$ cat src/rtl/crc_fcs_delay.sv
// N-byte delay line that hides the trailing FCS bytes from the downstream stream.
module crc_fcs_delay #(
  parameter int N = 4
) (
  input  logic       clk,
  input  logic       rst_n,
  input  logic       s_valid,
  output logic       s_ready,
  input  logic [7:0] s_data,
  input  logic       s_last,
  output logic       m_valid,
  input  logic       m_ready,
  output logic [7:0] m_data,
  output logic       m_last,
  output logic       accept,
  output logic       full
);

  localparam int FILL_W = $clog2(N + 1);

  logic [FILL_W-1:0]  fill_reg;
  logic [N-1:0][7:0]  line_reg;
  logic [N:0][7:0]    line_cat;

  // Index 0 is the newest byte; index N of the concatenation is the oldest, leaving on a flow handshake.
  assign line_cat = {line_reg, s_data};
  assign full     = (fill_reg == FILL_W'(N));
  assign s_ready  = full ? m_ready : 1'b1;
  assign accept   = s_valid && s_ready;
  assign m_valid  = full && s_valid;
  assign m_data   = line_cat[N];
  assign m_last   = full && s_valid && s_last;

  // Fill counter: climbs to N during the first bytes of a frame, returns to 0 after last.
  always_ff @(posedge clk or negedge rst_n) begin
    if (!rst_n) begin
      fill_reg <= '0;
    end else if (accept) begin
      if (s_last)     fill_reg <= '0;
      else if (!full) fill_reg <= fill_reg + FILL_W'(1);
    end
  end

  // Shift register: new byte enters on every accepted byte, cleared at frame end.
  always_ff @(posedge clk or negedge rst_n) begin
    if (!rst_n) begin
      line_reg <= '0;
    end else if (accept) begin
      line_reg <= s_last ? '0 : line_cat[N-1:0];
    end
  end

endmodule

$ cat config.mk
export PLATFORM = sky130hd
export DESIGN_NAME = crc_fcs_delay
export DESIGN_NICKNAME = d
export VERILOG_FILES = /design/src/rtl/crc_fcs_delay.sv
export SDC_FILE = /design/constraint.sdc
export NUM_CORES = 1
export LEC_CHECK = 0
export BUFFER_PORTS_ARGS = -buffer_cell sky130_fd_sc_hd__buf_2
export CAP_MARGIN = 20
export CELL_PAD_IN_SITES_DETAIL_PLACEMENT = 0
export CELL_PAD_IN_SITES_GLOBAL_PLACEMENT = 1
export CORE_MARGIN = 5
export CORE_UTILIZATION = 41
export CTS_CLUSTER_SIZE = 24
export DETAILED_ROUTE_END_ITERATION = 10
export PLACE_DENSITY = 0.75
export SLEW_MARGIN = 20
export SYNTH_ARGS = -nofsm -noshare
export SYNTH_HDL_FRONTEND = slang
export SYNTH_SLANG_ARGS = --single-unit
export TNS_END_PERCENT = 5
$ cat constraint.sdc
create_clock -name clk -period 1.6 [get_ports clk]
set_input_delay 0.24 -clock clk [delete_from_list [all_inputs] [get_ports clk]]
set_output_delay 0.24 -clock clk [all_outputs]
set_load 0.1 [all_outputs]
Word level (Yosys, flattened, before mapping)
Index checks and enable logic that the tools add are counted.
{"block": "classes", "add_sub_neg": 1, "n_mul": 0, "div": 0, "order_cmp": 0, "n_eq_ne": 2, "shifts": 0, "muxes": 4, "bitwise_logic": 0, "n_reduce_logical": 4}
{"cell": "two-way mux 32 bit", "count": 1}
{"cell": "two-way mux 3 bit", "count": 2}
{"cell": "adder 3 x 1 -> 3 bit (second input constant)", "count": 1}
{"cell": "equality test 3 bit (second input constant)", "count": 1}
{"cell": "logical AND 1 bit", "count": 3}
{"cell": "inequality test 2 bit (second input constant)", "count": 1}
{"cell": "AND reduction 2 bit", "count": 1}
{"cell": "two-way mux 1 bit", "count": 1}
{"block": "word_totals", "ff_bits": 35, "latch_bits": 0, "ramBits": 0, "rom_bits": 0, "output_inout_bits": 13, "elab_cells": 16, "memories": 0}

Longest topological paths before layout
Gate-level depths: netlist of run 1.
{"block": "logic_depth", "ltp_word": 4, "mapped_depth": 6}

Least setup slack after synthesis of run 1
No wires, ideal clock.
{"block": "synth_path", "kind": "register to output", "start": "register fill_reg[0]", "end": "output m_last", "arrival_ns": 2.341, "required_ns": 1.360, "slack_ns": -0.981, "path_stages_with_launch": 5, "n_path_buf": 0, "cell_sequence": "dfrtp_1 > inv_1 > ha_1 > and3_1 > and2_1"}
{"block": "synth_via", "elab_chain_cells": 3}
{"item": "start: declaration", "line_no": "21", "rtl": "logic [FILL_W-1:0] fill_reg;"}
{"item": "start signal: assignment", "line_no": "40", "rtl": "else if (!full) fill_reg <= fill_reg + FILL_W'(1);"}
{"item": "equality test 3 bit", "line_no": "27", "rtl": "assign full = (fill_reg == FILL_W'(N));"}
{"item": "logical AND 1 bit"}
{"item": "named net m_valid", "line_no": "11", "rtl": "output logic m_valid,"}
{"item": "logical AND 1 bit", "line_no": "32", "rtl": "assign m_last = full && s_valid && s_last;"}
{"item": "end: declaration", "line_no": "14", "rtl": "output logic m_last,"}
The timed path passes the listed nets, and every way through them passes these cells.

Worst setup path after layout of run 1
{"block": "layout_path", "start": "register fill_reg[1]", "end": "output accept"}
{"block": "layout_via", "elab_chain_cells": 3}
{"item": "equality test 3 bit", "line_no": "27"}
{"item": "two-way mux 1 bit", "line_no": "28", "rtl": "assign s_ready = full ? m_ready : 1'b1;"}
{"item": "logical AND 1 bit", "line_no": "29", "rtl": "assign accept = s_valid && s_ready;"}
{"item": "end: declaration", "line_no": "15", "rtl": "output logic accept,"}
Every way passes these cells.

==> flow_metrics.py, run 1 <==
metrics = {
    "clock_tree": {
        "clkSlewWorstSetupHoldPaths_ns": 0.07,
        "worstSkewPairLatency_ns": 0.28,
        "tritoncts": "yes",
        "cts_buffers": 5,
        "cts-htree-levels": 2,
        "clockBufferDepth": 2,
        "cts_sinks": 35,
        "cts-root-buf": "clkbuf_8",
    },
    "floorplanning": {
        "core_area_sq_um": 4060,
        "io_pins": 26,
        "die_h_microns": 75.0,
        "fp.dieW_microns": 75.0,
        "num_rows": 23,
        "start_util_pct": 42.7,
        "die_area_sq_um": 5620,
    },
    "routing": {
        "routed_wl_microns": 2910,
        "route.detailed.drc": 0,
        "antenna_left": 0,
        "num_vias": 1044,
        "drt-initial-drc-count": 39,
        "first_pass_iters": 2,
        "via_per_inst": 4.77,
        "post_drt_wl_per_cell_microns": 13.3,
    },
    "final_layout": {
        "final_layout_size_suffix_gt1_share_pct": 51.5,
        "nets": 184,
        "mostFrequentLayoutCells": "dfrtp_1 (35), mux2_2 (27), nor2b_1 (24), buf_2 (20), and2b_1 (10)",
        "largest_reg_flops": 24,
        "fin_cells": 219,
        "final_common_cell": "dfrtp_1",
        "final_util_pct": 53.7,
        "area_delta_synth_final_pct": 25.7,
        "diodes": 0,
        "nFillCells": 360,
    },
    "sta": {
        "tightest_slew_ns": 0.499,
        "relSlewSlack_pct": 67.0,
        "fin_crit_sh_pct": 105,
        "setup_viol": 10,
        "hold_ws_ns": 0.308,
        "period_needed_ns": 1.68,
        "fin_skew_ns": 0.00528,
        "hold_viol_final": 0,
        "fmax_ghz": 0.596,
        "slew_viol_final": 0,
        "rsz0062_at_grt": "yes",
        "final.setup.worst_slack_ns": -0.0782,
    },
    "status": {
        "violations": "setup timing",
        "status": "finished, violations left",
    },
    "logic_synthesis": {
        "synthDistinctLibCells": 23,
        "yosys_warnings": 0,
        "avgSynthCellArea_sq_um": 12.7,
        "synth_seq_cells": 35,
        "synth_cells": 136,
        "yosysSeqAreaShare_pct": 50.6,
        "syn_area_sq_um": 1730,
        "synth_nets": 151,
    },
    "worst_setup_path": {
        "critPathMaxFanout": 4,
        "cp.required_ns": 1.36,
        "crit_type": "reg -> out",
        "end_kind": "output port",
        "critPathLaunchType": "register",
        "arrival_ns": 1.44,
    },
    "place": {
        "place_hpwl_microns": 2020,
        "gp_congestion": 0.715,
        "place_inst": 203,
        "port_buffers": 25,
    },
    "pwr": {
        "powerDensity_nw_per_um2": 1030,
        "ir_worst_vdd_uv": 638,
        "p_leak_uw": 0.00112,
    },
    "grt": {
        "grt_max_degree": 23,
        "overflow": 0,
        "antenna_found_initial": 0,
        "grt_pass1_vias": 1110,
        "grt_pass1_wl_microns": 4860,
        "grt_use_total_pct": 11.5,
    },
    "job": {
        "cap_violations": 0,
    },
    "hold_path": {
        "hp-class": "in -> reg",
    },
}
-- worst paths after layout --
| path | startpoint | endpoint | slack (ns) | cells past startpoint |
|---|---|---|---|---|
| worst max-delay path | fill_reg[1]$_DFFE_PN0P_ | accept | -0.08 | 7 |
| worst min-delay path | s_data[4] | line_cat[12]$_DFFE_PN0P_ | 0.31 | 3 |
| worst max register to register | fill_reg[1]$_DFFE_PN0P_ | m_data[7]$_DFFE_PN0P_ | -0.02 | 7 |
| worst min register to register | line_cat[12]$_DFFE_PN0P_ | line_cat[12]$_DFFE_PN0P_ | 0.49 | 1 |
| max in group asynchronous | rst_n | line_cat[14]$_DFFE_PN0P_ | 0.58 | 3 |
| min in group asynchronous | rst_n | line_cat[28]$_DFFE_PN0P_ | 0.45 | 2 |
-- through the flow --
step | total power, uW | TNS, ns | instance area, sq um | setup WS, ns
3_5_place_dp | 1590 | 0 | 1990 | 0.0103
2_1_floorplan | 1440 | -0.642 | 1760 | -0.241
5_1_grt | 2360 | -1.89 | 2180 | -0.140
4_1_cts | 2250 | -0.757 | 2130 | -0.153
3_3_place_gp | 1560 | 0 | 1990 | 0.0586
6_report | 2240 | -0.227 | 2180 | -0.0782
-- power by group --
| part | switching (uW) | leakage (uW) | internal [uW] |
|---|---|---|---|
| sequential | 42.9 | 0.000471 | 966 |
| clock | 285 | 0.0000470 | 337 |
| combinational | 327 | 0.000604 | 283 |
-- worst max-delay path: stages, from the launching register on --
cell	delay [ns]
dfrtp_1	0.39
inv_2	0.07
ha_4	0.15
nand2_4	0.06
o21ai_4	0.17
buf_12	0.13
inv_4	0.03
buf_12	0.15
-- kinds of logic after synthesis --
group / Yosys count / synth area share (%)
multiplexers: 33 / 21.4
AO/OA/AOI/OAI: 6 / 3.40
AND/OR/NAND/NOR: 40 / 15.0
adder cells (fa/ha/maj): 2 / 1.44
flip-flops: 35 / 50.6
buffers and inverters: 20 / 8.16
-- cell usage after synthesis --
cell / count / share of area, %
nor2_1: 1 / 0.22
mux2_1: 2 / 1.3
and3_1: 2 / 0.72
and2_1: 1 / 0.36
ha_1: 2 / 1.4
inv_1: 5 / 1.1
mux2i_1: 1 / 0.58
nand2b_1: 1 / 0.36
clkbuf_2: 1 / 0.29
buf_8: 3 / 2.6
nor2b_1: 24 / 8.7
a31oi_1: 1 / 0.36
and2b_1: 10 / 4.3
nand2_2: 1 / 0.36
o2bb2ai_1: 2 / 1.0
buf_2: 1 / 0.29
clkbuf_1: 2 / 0.43
o221ai_1: 1 / 0.51
dfrtp_1: 35 / 51
a32o_1: 1 / 0.58
mux2_2: 30 / 20
buf_4: 8 / 3.5
o21ai_4: 1 / 0.94
-- what timing repair did --
| action | in CTS | in global routing |
|---|---|---|
| pin swaps | 2 | 2 |
| endpoints found under the setup margin | 8 | 32 |
| hold buffers | 1 | 0 |
| gates resized for setup | 3 | 6 |
| hold endpoints to repair | 20 | 0 |
| setup buffers | 5 | 3 |
-- layer usage --
metal / track usage, % / up-vias / part of all wire [%]
met5: 0 / - / 0
met4: 6.32 / 0 / 1.9
met3: 3.47 / 8 / 4.9
met2: 19.3 / 21 / 49
met1: 13.0 / 507 / 44
li1: - / 508 / -
-- final cells by class --
type / instances / area [sq um] / area share, %
sequential: 35 / 876 / 40.2
inverter: 5 / 25.0 / 1.15
tap: 50 / 62.6 / 2.87
clock inverter: 1 / 5.00 / 0.230
timing repair buffer: 41 / 372 / 17.1
multi-input combinational: 81 / 754 / 34.7
clock buffer: 6 / 82.6 / 3.79
No activity file was read; power rests on OpenSTA's default activity.
==> inputs of run 2 (changes only) <==
--- a/config.mk
+++ b/config.mk
@@ -5,15 +5,17 @@
 export SDC_FILE = /design/constraint.sdc
 export NUM_CORES = 1
 export LEC_CHECK = 0
+export ABC_AREA = 1
 export BUFFER_PORTS_ARGS = -buffer_cell sky130_fd_sc_hd__buf_2
 export CAP_MARGIN = 20
 export CELL_PAD_IN_SITES_DETAIL_PLACEMENT = 0
 export CELL_PAD_IN_SITES_GLOBAL_PLACEMENT = 1
-export CORE_MARGIN = 5
-export CORE_UTILIZATION = 41
+export CORE_MARGIN = 1.5
+export CORE_UTILIZATION = 38
 export CTS_CLUSTER_SIZE = 24
 export DETAILED_ROUTE_END_ITERATION = 10
-export PLACE_DENSITY = 0.75
+export PLACE_DENSITY = 0.74
+export SETUP_SLACK_MARGIN = 0.5
 export SLEW_MARGIN = 20
 export SYNTH_ARGS = -nofsm -noshare
 export SYNTH_HDL_FRONTEND = slang
==> run 2 against run 1 <==
- the run now ends clean
- non-clock buffer count fell by 4
- core utilization fell by 1.4 points
- worst setup slack improved by 0.081 ns
- critical endpoint unchanged
- largest cell class unchanged
==> flow_metrics.py, run 2 <==
metrics = {
    "floorplanning": {
        "io_pins": 26,
        "fp.dieW_microns": 69.8,
        "num_rows": 24,
        "die_h_microns": 69.8,
        "die_area_sq_um": 4880,
        "core_area_sq_um": 4320,
        "start_util_pct": 39.3,
    },
    "final_layout": {
        "final_layout_size_suffix_gt1_share_pct": 47.8,
        "largest_reg_flops": 24,
        "area_delta_synth_final_pct": 33.1,
        "mostFrequentLayoutCells": "nand2_1 (51), dfrtp_1 (35), o21ai_2 (27), nand2_2 (21), buf_12 (15)",
        "nets": 224,
        "nFillCells": 390,
        "regArea_sq_um": 876,
        "final_common_cell": "nand2_1",
        "multi_input_area_sq_um": 732,
        "diodes": 0,
        "fin_cells": 261,
    },
    "sta": {
        "setup_viol": 0,
        "slew_viol_final": 0,
        "fin_skew_ns": 0.00801,
        "hold_ws_ns": 0.209,
        "fin_crit_sh_pct": 99.8,
        "rsz0062_at_grt": "yes",
        "period_needed_ns": 1.60,
        "relSlewSlack_pct": 72.6,
        "hold_viol_final": 0,
        "fmax_ghz": 0.626,
        "tightest_slew_ns": 0.412,
        "final.setup.worst_slack_ns": 0.00279,
    },
    "place": {
        "place_inst": 247,
        "pre_cts_ws_ns": 0.199,
        "place_hpwl_microns": 1870,
        "gp_congestion": 0.704,
        "port_buffers": 25,
    },
    "logic_synthesis": {
        "synth_compound_area_share_pct": 15.7,
        "synth_top_family_by_area": "simple AND/OR/NAND/NOR gates",
        "synth_most_common_cell": "nand2_1",
        "synth_top_area_cell": "dfrtp_1",
        "syn_area_sq_um": 1700,
        "synth_top_area_share_pct": 51.6,
        "yosys.area_share.simple_pct": 20.6,
        "synth_nets": 198,
        "ys.flop_type": "dfrtp_1",
        "synth_edf_count": 0,
        "yosysSeqAreaShare_pct": 51.6,
        "synthXorXnorAreaFrac_pct": 0,
        "avgSynthCellArea_sq_um": 9.28,
        "synthMuxAreaShare_pct": 0,
        "synthArstFlopShare_pct": 100,
        "synth_seq_cells": 35,
        "yosys_warnings": 0,
        "synthTopCellsByArea": "dfrtp_1 (52%), nand2_1 (16%), o21ai_2 (14%)",
        "synthAdderAreaFrac_pct": 1.47,
        "synth_cells": 183,
        "synth_commonest_cells": "nand2_1 (73), dfrtp_1 (35), o21ai_2 (27)",
        "synthDistinctLibCells": 19,
    },
    "grt": {
        "grt_pass1_vias": 1194,
        "grt_max_degree": 50,
        "antenna_found_initial": 0,
        "overflow": 0,
        "grt_use_total_pct": 13.2,
        "grt_pass1_wl_microns": 5110,
    },
    "pwr": {
        "powerDensity_nw_per_um2": 942,
        "p_leak_uw": 0.00105,
        "ir_worst_vdd_uv": 461,
    },
    "clock_tree": {
        "cts_sinks": 35,
        "worstSkewPairLatency_ns": 0.28,
        "cts-htree-levels": 2,
        "clkSlewWorstSetupHoldPaths_ns": 0.07,
        "tritoncts": "yes",
        "clockBufferDepth": 2,
        "cts-root-buf": "clkbuf_8",
        "cts_buffers": 5,
    },
    "routing": {
        "antenna_left": 0,
        "routed_wl_microns": 2860,
        "post_drt_wl_per_cell_microns": 11.0,
        "num_vias": 1193,
        "first_pass_iters": 4,
        "drt-initial-drc-count": 79,
        "route.detailed.drc": 0,
        "via_per_inst": 4.57,
    },
    "worst_setup_path": {
        "end_kind": "output port",
        "critPathMaxFanout": 3,
        "arrival_ns": 1.36,
        "crit_type": "reg -> out",
        "critPathLaunchType": "register",
        "r2r_slack_ns": 0.10,
        "cp.required_ns": 1.36,
    },
    "status": {
        "status": "finished, final reports clean",
    },
    "job": {
        "cap_violations": 0,
    },
    "hold_path": {
        "hp-class": "in -> reg",
    },
}
run 2: changes by cell type in the layout (fill, tap and decap cells not counted), sizes merged, moves of 3 or more:
cell / before / now
mux2: 32 / 0
o21ai: 1 / 33
nand3: 0 / 3
nor2: 1 / 5
inv: 4 / 8
nand2: 1 / 74
buf: 40 / 36
and2b: 10 / 0
nor2b: 24 / 0
run 2: layer usage:
metal / track usage (%) / vias up / share of wire [%]
li1: - / 619 / -
met5: 0 / - / 0
met2: 21.2 / 30 / 46
met1: 15.5 / 539 / 48
met3: 5.67 / 5 / 5.0
met4: 5.13 / 0 / 1.5
run 2: cell families after synthesis:
group	Yosys count
flops	35
fa+ha+maj	2
simple gates	85
compound gates	33
buf+inv	28
run 2: cell type report:
| class | instances | share of cell area [%] |
|---|---|---|
| Inverter | 10 | 1.83 |
| Clock buffer | 6 | 3.65 |
| Sequential cell | 35 | 38.8 |
| Multi-Input combinational cell | 120 | 32.4 |
| Tap cell | 52 | 2.88 |
| Clock inverter | 1 | 0.221 |
| Timing Repair Buffer | 37 | 20.3 |
run 2: where the power goes:
part           switching, uW  internal (uW)
registers               50.1            948
clock network            294            337
logic                    297            202
total                    641           1490
run 2: repair_timing:
action | 4_1_cts | 5_1_grt
gates resized for setup | 62 | 0
setup buffers | 4 | 2
setup endpoints to repair | 48 | 48
hold endpoints to repair | 16 | 0
hold buffers | 1 | 0
pin swaps | 4 | 1
run 2: through the flow:
step	area (sq um)	util (%)	total power (uW)	TNS [ns]
3_3_place_gp	1920	44.3	1400	0
3_5_place_dp	1920	44.3	1420	0
2_1_floorplan	1750	-	1330	-0.479
4_1_cts	2240	51.9	2140	-0.0851
5_1_grt	2260	52.3	2240	-0.116
6_report	2260	52.3	2130	0
run 2: critical path, stage by stage (launching register included):
cell and delay (ns):
dfrtp_1 0.39, inv_2 0.07, ha_4 0.16, nand3_4 0.08, nand2_4 0.09, clkinvlp_4 0.10, buf_12 0.17
run 2: path summary, 6_finish.rpt:
| path | startpoint | to | cells after the start |
|---|---|---|---|
| worst min-delay path | s_data[6] | line_cat[14]$_DFFE_PN0P_ | 3 |
| max in group asynchronous | rst_n | m_data[1]$_DFFE_PN0P_ | 3 |
| worst min register to register | line_cat[10]$_DFFE_PN0P_ | line_cat[10]$_DFFE_PN0P_ | 2 |
| min in group asynchronous | rst_n | line_cat[13]$_DFFE_PN0P_ | 2 |
| worst max register to register | fill_reg[0]$_DFFE_PN0P_ | fill_reg[2]$_DFFE_PN0P_ | 9 |
| worst max-delay path | fill_reg[0]$_DFFE_PN0P_ | accept | 6 |
